`src/rtl/caliptra_apb_arbiter.sv`:
```
// Two-requester round-robin APB arbiter in front of the single Caliptra APB completer.
// One full transfer per grant, registered downstream outputs, forced error completion on a hung ACCESS.
//
//   state  | meaning
//   IDLE   | sample up_psel, latch winner's request into dn_* registers
//   SETUP  | dn_psel=1, dn_penable=0, timeout counter cleared
//   ACCESS | dn_psel=1, dn_penable=1, wait for dn_pready or timeout
//   RESP   | one-cycle pready/pslverr/prdata pulse to the owning requester
module caliptra_apb_arbiter #(
  parameter int ADDR_WIDTH     = 32,
  parameter int DATA_WIDTH     = 32,
  parameter int TIMEOUT_CYCLES = 255,
  parameter int CNT_WIDTH      = 8
) (
  input  logic                       core_clk,
  input  logic                       core_rst,
  input  logic [1:0]                 up_psel,
  input  logic [1:0]                 up_penable,
  input  logic [1:0]                 up_pwrite,
  input  logic [1:0][2:0]            up_pprot,
  input  logic [1:0][ADDR_WIDTH-1:0] up_paddr,
  input  logic [1:0][DATA_WIDTH-1:0] up_pwdata,
  output logic [1:0]                 up_pready,
  output logic [DATA_WIDTH-1:0]      up_prdata,
  output logic [1:0]                 up_pslverr,
  output logic                       dn_psel,
  output logic                       dn_penable,
  output logic                       dn_pwrite,
  output logic [2:0]                 dn_pprot,
  output logic [ADDR_WIDTH-1:0]      dn_paddr,
  output logic [DATA_WIDTH-1:0]      dn_pwdata,
  input  logic [DATA_WIDTH-1:0]      dn_prdata,
  input  logic                       dn_pready,
  input  logic                       dn_pslverr,
  output logic                       grant_id,
  output logic                       timeout_pulse
);

  localparam logic [1:0] S_IDLE   = 2'd0;
  localparam logic [1:0] S_SETUP  = 2'd1;
  localparam logic [1:0] S_ACCESS = 2'd2;
  localparam logic [1:0] S_RESP   = 2'd3;

  localparam bit                   TO_EN   = (TIMEOUT_CYCLES != 0);
  localparam logic [CNT_WIDTH-1:0] TO_LAST = TO_EN ? CNT_WIDTH'(TIMEOUT_CYCLES - 1) : '0;

  logic [1:0]            state_q, state_d;
  logic                  gnt_q, gnt_d;
  logic                  last_q, last_d;
  logic [CNT_WIDTH-1:0]  cnt_q, cnt_d;
  logic                  pwrite_q, pwrite_d;
  logic [2:0]            pprot_q, pprot_d;
  logic [ADDR_WIDTH-1:0] paddr_q, paddr_d;
  logic [DATA_WIDTH-1:0] pwdata_q, pwdata_d;
  logic [DATA_WIDTH-1:0] rdata_q, rdata_d;
  logic                  slverr_q, slverr_d;
  logic                  tmo_q, tmo_d;
  logic                  gnt_sel;
  logic                  in_resp;

  // PENABLE from the requesters is deliberately not checked.
  logic unused_penable;
  assign unused_penable = ^up_penable;

  assign gnt_sel = (up_psel == 2'b11) ? ~last_q : up_psel[1];

  always_comb begin
    state_d  = state_q;
    gnt_d    = gnt_q;
    last_d   = last_q;
    cnt_d    = cnt_q;
    pwrite_d = pwrite_q;
    pprot_d  = pprot_q;
    paddr_d  = paddr_q;
    pwdata_d = pwdata_q;
    rdata_d  = rdata_q;
    slverr_d = slverr_q;
    tmo_d    = tmo_q;
    case (state_q)
      S_IDLE: begin
        if (|up_psel) begin
          gnt_d    = gnt_sel;
          last_d   = gnt_sel;
          pwrite_d = up_pwrite[gnt_sel];
          pprot_d  = up_pprot[gnt_sel];
          paddr_d  = up_paddr[gnt_sel];
          pwdata_d = up_pwdata[gnt_sel];
          state_d  = S_SETUP;
        end
      end
      S_SETUP: begin
        cnt_d   = '0;
        state_d = S_ACCESS;
      end
      S_ACCESS: begin
        // Completer ready wins over a timeout on the same edge.
        if (dn_pready) begin
          rdata_d  = dn_prdata;
          slverr_d = dn_pslverr;
          tmo_d    = 1'b0;
          state_d  = S_RESP;
        end else if (TO_EN && (cnt_q == TO_LAST)) begin
          rdata_d  = '0;
          slverr_d = 1'b1;
          tmo_d    = 1'b1;
          state_d  = S_RESP;
        end else begin
          cnt_d = cnt_q + 1'b1;
        end
      end
      default: state_d = S_IDLE;
    endcase
  end

  always_ff @(posedge core_clk or posedge core_rst) begin
    if (core_rst) begin
      state_q  <= S_IDLE;
      gnt_q    <= 1'b0;
      last_q   <= 1'b1;
      cnt_q    <= '0;
      pwrite_q <= 1'b0;
      pprot_q  <= '0;
      paddr_q  <= '0;
      pwdata_q <= '0;
      rdata_q  <= '0;
      slverr_q <= 1'b0;
      tmo_q    <= 1'b0;
    end else begin
      state_q  <= state_d;
      gnt_q    <= gnt_d;
      last_q   <= last_d;
      cnt_q    <= cnt_d;
      pwrite_q <= pwrite_d;
      pprot_q  <= pprot_d;
      paddr_q  <= paddr_d;
      pwdata_q <= pwdata_d;
      rdata_q  <= rdata_d;
      slverr_q <= slverr_d;
      tmo_q    <= tmo_d;
    end
  end

  // Decoded from state so an async reset drops PSEL/PENABLE immediately.
  assign dn_psel       = (state_q == S_SETUP) || (state_q == S_ACCESS);
  assign dn_penable    = (state_q == S_ACCESS);
  assign dn_pwrite     = pwrite_q;
  assign dn_pprot      = pprot_q;
  assign dn_paddr      = paddr_q;
  assign dn_pwdata     = pwdata_q;
  assign grant_id      = gnt_q;

  assign in_resp       = (state_q == S_RESP);
  assign up_pready     = in_resp ? (gnt_q ? 2'b10 : 2'b01) : 2'b00;
  assign up_pslverr    = (in_resp && slverr_q) ? (gnt_q ? 2'b10 : 2'b01) : 2'b00;
  assign up_prdata     = in_resp ? rdata_q : '0;
  assign timeout_pulse = in_resp && tmo_q;

endmodule

```
`config.mk`:
```
export PLATFORM = sky130hd
export DESIGN_NAME = caliptra_apb_arbiter
export DESIGN_NICKNAME = d
export VERILOG_FILES = /design/src/rtl/caliptra_apb_arbiter.sv
export SDC_FILE = /design/constraint.sdc
export NUM_CORES = 1
export LEC_CHECK = 0
export ABC_AREA = 1
export CAP_MARGIN = 20
export CORE_AREA = 8 8 126 128
export DETAILED_ROUTE_END_ITERATION = 8
export DIE_AREA = 0 0 134 136
export PLACE_DENSITY = 0.8
export REMOVE_ABC_BUFFERS = 1
export SETUP_SLACK_MARGIN = 0.1
export SYNTH_ARGS = -nofsm -noshare
export SYNTH_HDL_FRONTEND = slang
export SYNTH_SLANG_ARGS = --single-unit
```
`constraint.sdc`:
```
create_clock -name core_clk -period 5.45 [get_ports core_clk]
set_input_delay 1.09 -clock core_clk [delete_from_list [all_inputs] [get_ports core_clk]]
set_output_delay 1.09 -clock core_clk [all_outputs]
set_load 0.02 [all_outputs]
```
==> metrics.txt <==
# TYPE chip_impl_metric gauge
chip_impl_metric{name="pre_cts_ws",unit="ns"} 2.41
chip_impl_metric{name="drive_above_1_share",unit="%"} 5.17
chip_impl_metric{name="critPathRequiredTime",unit="ns"} 4.36
chip_impl_metric{name="track_usage",unit="%"} 20.2
chip_impl_metric{name="io_pins",unit=""} 284
chip_impl_metric{name="cts.sink_count",unit=""} 114
chip_impl_info{name="worstHoldPathType",value="reg -> reg"} 1
chip_impl_metric{name="cts_inserted_buffers",unit=""} 17
chip_impl_info{name="slowest_stage",value="clkdlybuf4s50_1"} 1
chip_impl_metric{name="die_width",unit="um"} 134
chip_impl_metric{name="drt.antenna.violating_nets",unit=""} 0
chip_impl_metric{name="fmax",unit="MHz"} 301
chip_impl_metric{name="area.growth.synth_to_final",unit="%"} 65.1
chip_impl_metric{name="min_period",unit="ns"} 3.33
chip_impl_metric{name="setup_viol",unit=""} 0
chip_impl_metric{name="routed_wire_length_per_instance",unit="um"} 16.0
chip_impl_metric{name="post_cts_hold_buffer_count",unit=""} 0
chip_impl_info{name="layout_commonest_cell",value="clkdlybuf4s50_1"} 1
chip_impl_metric{name="critical_path_buf_inv_count",unit=""} 3
chip_impl_info{name="cpLargestDelayFamily",value="buffers and inverters"} 1
chip_impl_info{name="rsz0062_at_grt",value="false"} 1
chip_impl_metric{name="final-max-slew-violation-count",unit=""} 0
chip_impl_metric{name="grt_start_max_net_pins",unit=""} 135
chip_impl_metric{name="slack_of_the_critical_path",unit="ns"} 2.12
chip_impl_metric{name="dr_total_vias",unit=""} 5498
chip_impl_metric{name="r2r_slack",unit="ns"} 3.00
chip_impl_metric{name="skew",unit="ns"} 0.00591
chip_impl_metric{name="place_hpwl",unit="um"} 13200
chip_impl_metric{name="finalHoldViolCount",unit=""} 0
chip_impl_metric{name="drt_iter0_markers",unit=""} 249
chip_impl_metric{name="post_cts_resize_count",unit=""} 0
chip_impl_info{name="clock_tree_from_tritoncts",value="yes"} 1
chip_impl_metric{name="row_count",unit=""} 44
chip_impl_info{name="run_status",value="completed"} 1
chip_impl_metric{name="grt-ovfl-total",unit=""} 0
chip_impl_metric{name="holdWs",unit="ns"} 0.476
chip_impl_metric{name="power.static_leakage",unit="nW"} 4.13
chip_impl_metric{name="synth_seq_cells",unit=""} 114
chip_impl_metric{name="final_estimated_routing_congestion_in_global_placement",unit=""} 0.833
chip_impl_metric{name="cts-htree-levels",unit=""} 4
chip_impl_info{name="clockRootBuffer",value="clkbuf_16"} 1
chip_impl_metric{name="finalSetupTns",unit="ns"} 0
chip_impl_metric{name="layout_worst_path_cycle_share",unit="%"} 61.0
chip_impl_info{name="worstSetupStartpointType",value="flip-flop"} 1
chip_impl_metric{name="yosysWarnings",unit=""} 0
chip_impl_metric{name="syn-instance-count",unit=""} 694
chip_impl_metric{name="worstPathMaxFanout",unit=""} 35
chip_impl_metric{name="fp.dieArea",unit="um^2"} 18200
chip_impl_metric{name="powerDensity",unit="nW/um^2"} 554
chip_impl_metric{name="total_drc_errors_in_the_routed_layout",unit=""} 0
chip_impl_metric{name="worst-slew-pin-transition",unit="ns"} 0.747
chip_impl_metric{name="detail_route.vias_per_cell",unit=""} 4.77
chip_impl_metric{name="first_pass_iters",unit=""} 4
chip_impl_metric{name="drt_wl_total",unit="um"} 18400
chip_impl_metric{name="worst-endpoint-arrival",unit="ns"} 2.24
chip_impl_metric{name="report.power.total",unit="W"} 0.00497
chip_impl_metric{name="synth_area",unit="um^2"} 5430
chip_impl_metric{name="clk_pin_slew_worst_paths",unit="ns"} 0.05
chip_impl_info{name="crit_path_cell_trace",value="ha_1 -> buf_4 -> inv_1 -> nor3_1 -> clkdlybuf4s50_1"} 1
chip_impl_metric{name="clk-insertion-delay-late",unit="ns"} 0.41
chip_impl_metric{name="worst_ir_drop_vdd",unit="uV"} 271
chip_impl_metric{name="initial_utilization",unit="%"} 38.7
chip_impl_metric{name="clk_path_buf_depth",unit=""} 2
chip_impl_metric{name="average_footprint_of_a_synthesized_cell",unit="um^2"} 7.83
chip_impl_metric{name="maxCapViolations",unit=""} 0
chip_impl_metric{name="grt_first_pass_wirelength",unit="um"} 28700
chip_impl_metric{name="timing.max_slew.rel_slack",unit="%"} 50.0
chip_impl_metric{name="cts_setup_buffers",unit=""} 0
chip_impl_info{name="worst-setup-path-type",value="reg -> out"} 1
chip_impl_metric{name="antenna_violations_before_repair",unit=""} 1
chip_impl_metric{name="cpPeakStageDelay",unit="ns"} 0.63
chip_impl_metric{name="core-area",unit="um^2"} 14000
chip_impl_metric{name="layout.core_utilization",unit="%"} 63.9
chip_impl_metric{name="synth.lib_cells_used.distinct",unit=""} 22
chip_impl_info{name="layout_common_cells",value="clkdlybuf4s50_1 (281), nand2_1 (263), dfrtp_1 (113), nor2_1 (79), a31oi_1 (69)"} 1
chip_impl_metric{name="fin_nets",unit=""} 1136
chip_impl_metric{name="die_h",unit="um"} 136
chip_impl_metric{name="via_count_of_the_first_global_routing_pass",unit=""} 5464
chip_impl_metric{name="seq_area_frac_synth",unit="%"} 52.5
chip_impl_info{name="cp-end-kind",value="output pin"} 1
chip_impl_metric{name="io_buffer_count",unit=""} 281
## through the flow
stage          cell area [um^2]  instances
2_1_floorplan              5200        649
3_3_place_gp               8320       1120
3_5_place_dp               8320       1120
4_1_cts                    8970       1152
5_1_grt                    8970       1153
6_report                   8970       1153
## cells by family (layout without fill, tap and decap cells)
group	count (synthesis)	after routing	share of synthesized area, %
simple gates	391	391	28.8
flops	114	114	52.5
buf+inv	97	371	7.85
compound gates	87	87	9.65
fa+ha+maj	5	5	1.15
other cells	0	1	0
## where the power goes
| part | internal, W | leakage [nW] | switching (W) |
|---|---|---|---|
| clock network | 0.000844 | 0.324 | 0.000381 |
| registers | 0.00125 | 1.34 | 0.000216 |
| logic | 0.00100 | 2.46 | 0.00128 |
## Yosys cell counts, drive strengths merged
library cell | n | area [um^2]
buf | 29 | 171
inv | 52 | 195
a31oi | 69 | 432
o21bai | 1 | 7.51
a21oi | 3 | 15.0
or2 | 1 | 6.26
nand2 | 266 | 1010
clkbuf | 16 | 60.1
o21ai | 14 | 70.1
nor2 | 80 | 308
nand3 | 43 | 240
ha | 5 | 62.6
dfstp | 1 | 26.3
dfrtp | 113 | 2830
nor3 | 1 | 5.00
## worst register-to-register path: stages, from the launching register on
cell and delay, ns:
dfrtp_1 0.40, inv_1 0.09, ha_1 0.43, nand2_2 0.55
inv_2 0.67, nand2_1 0.13, nand2_1 0.10
## worst paths after layout
check,from,end,cells past startpoint
setup / recovery,state_q[1],up_pslverr[0],5
hold / removal,last_q,last_q,2
setup reg to reg,state_q[0],rdata_q[26],6
hold reg to reg,last_q,last_q,2
max in group asynchronous,core_rst,dn_paddr[11],3
min in group asynchronous,core_rst,dn_paddr[19],2
## sequential cells by signal, summed over array words and instances (netlist names)
| register | count |
|---|---|
| cnt_q | 8 |
| dn_pprot | 3 |
| rdata_q | 32 |
| state_q | 2 |
| dn_pwdata | 32 |
| slverr_q | 1 |
| dn_pwrite | 1 |
| last_q | 1 |
| tmo_q | 1 |
| dn_paddr | 32 |
| grant_id | 1 |
## metal layers
metal	global-route usage, %	part of all wire [%]	up-vias
met5	0	0	-
li1	-	-	2755
met1	22.7	39	2482
met2	31.6	47	224
met3	9.46	11	37
met4	10.7	3.3	0
## layout make-up
type	instances	area (um^2)
clock inverter	10	179
fill	1162	5070
antenna	1	2.50
timing repair buffer	287	2870
multi-input combinational	483	2160
clock buffer	22	474
tap	184	230
inverter	52	198
sequential	114	2850
Note: power is estimated with default switching activity, not from simulation.
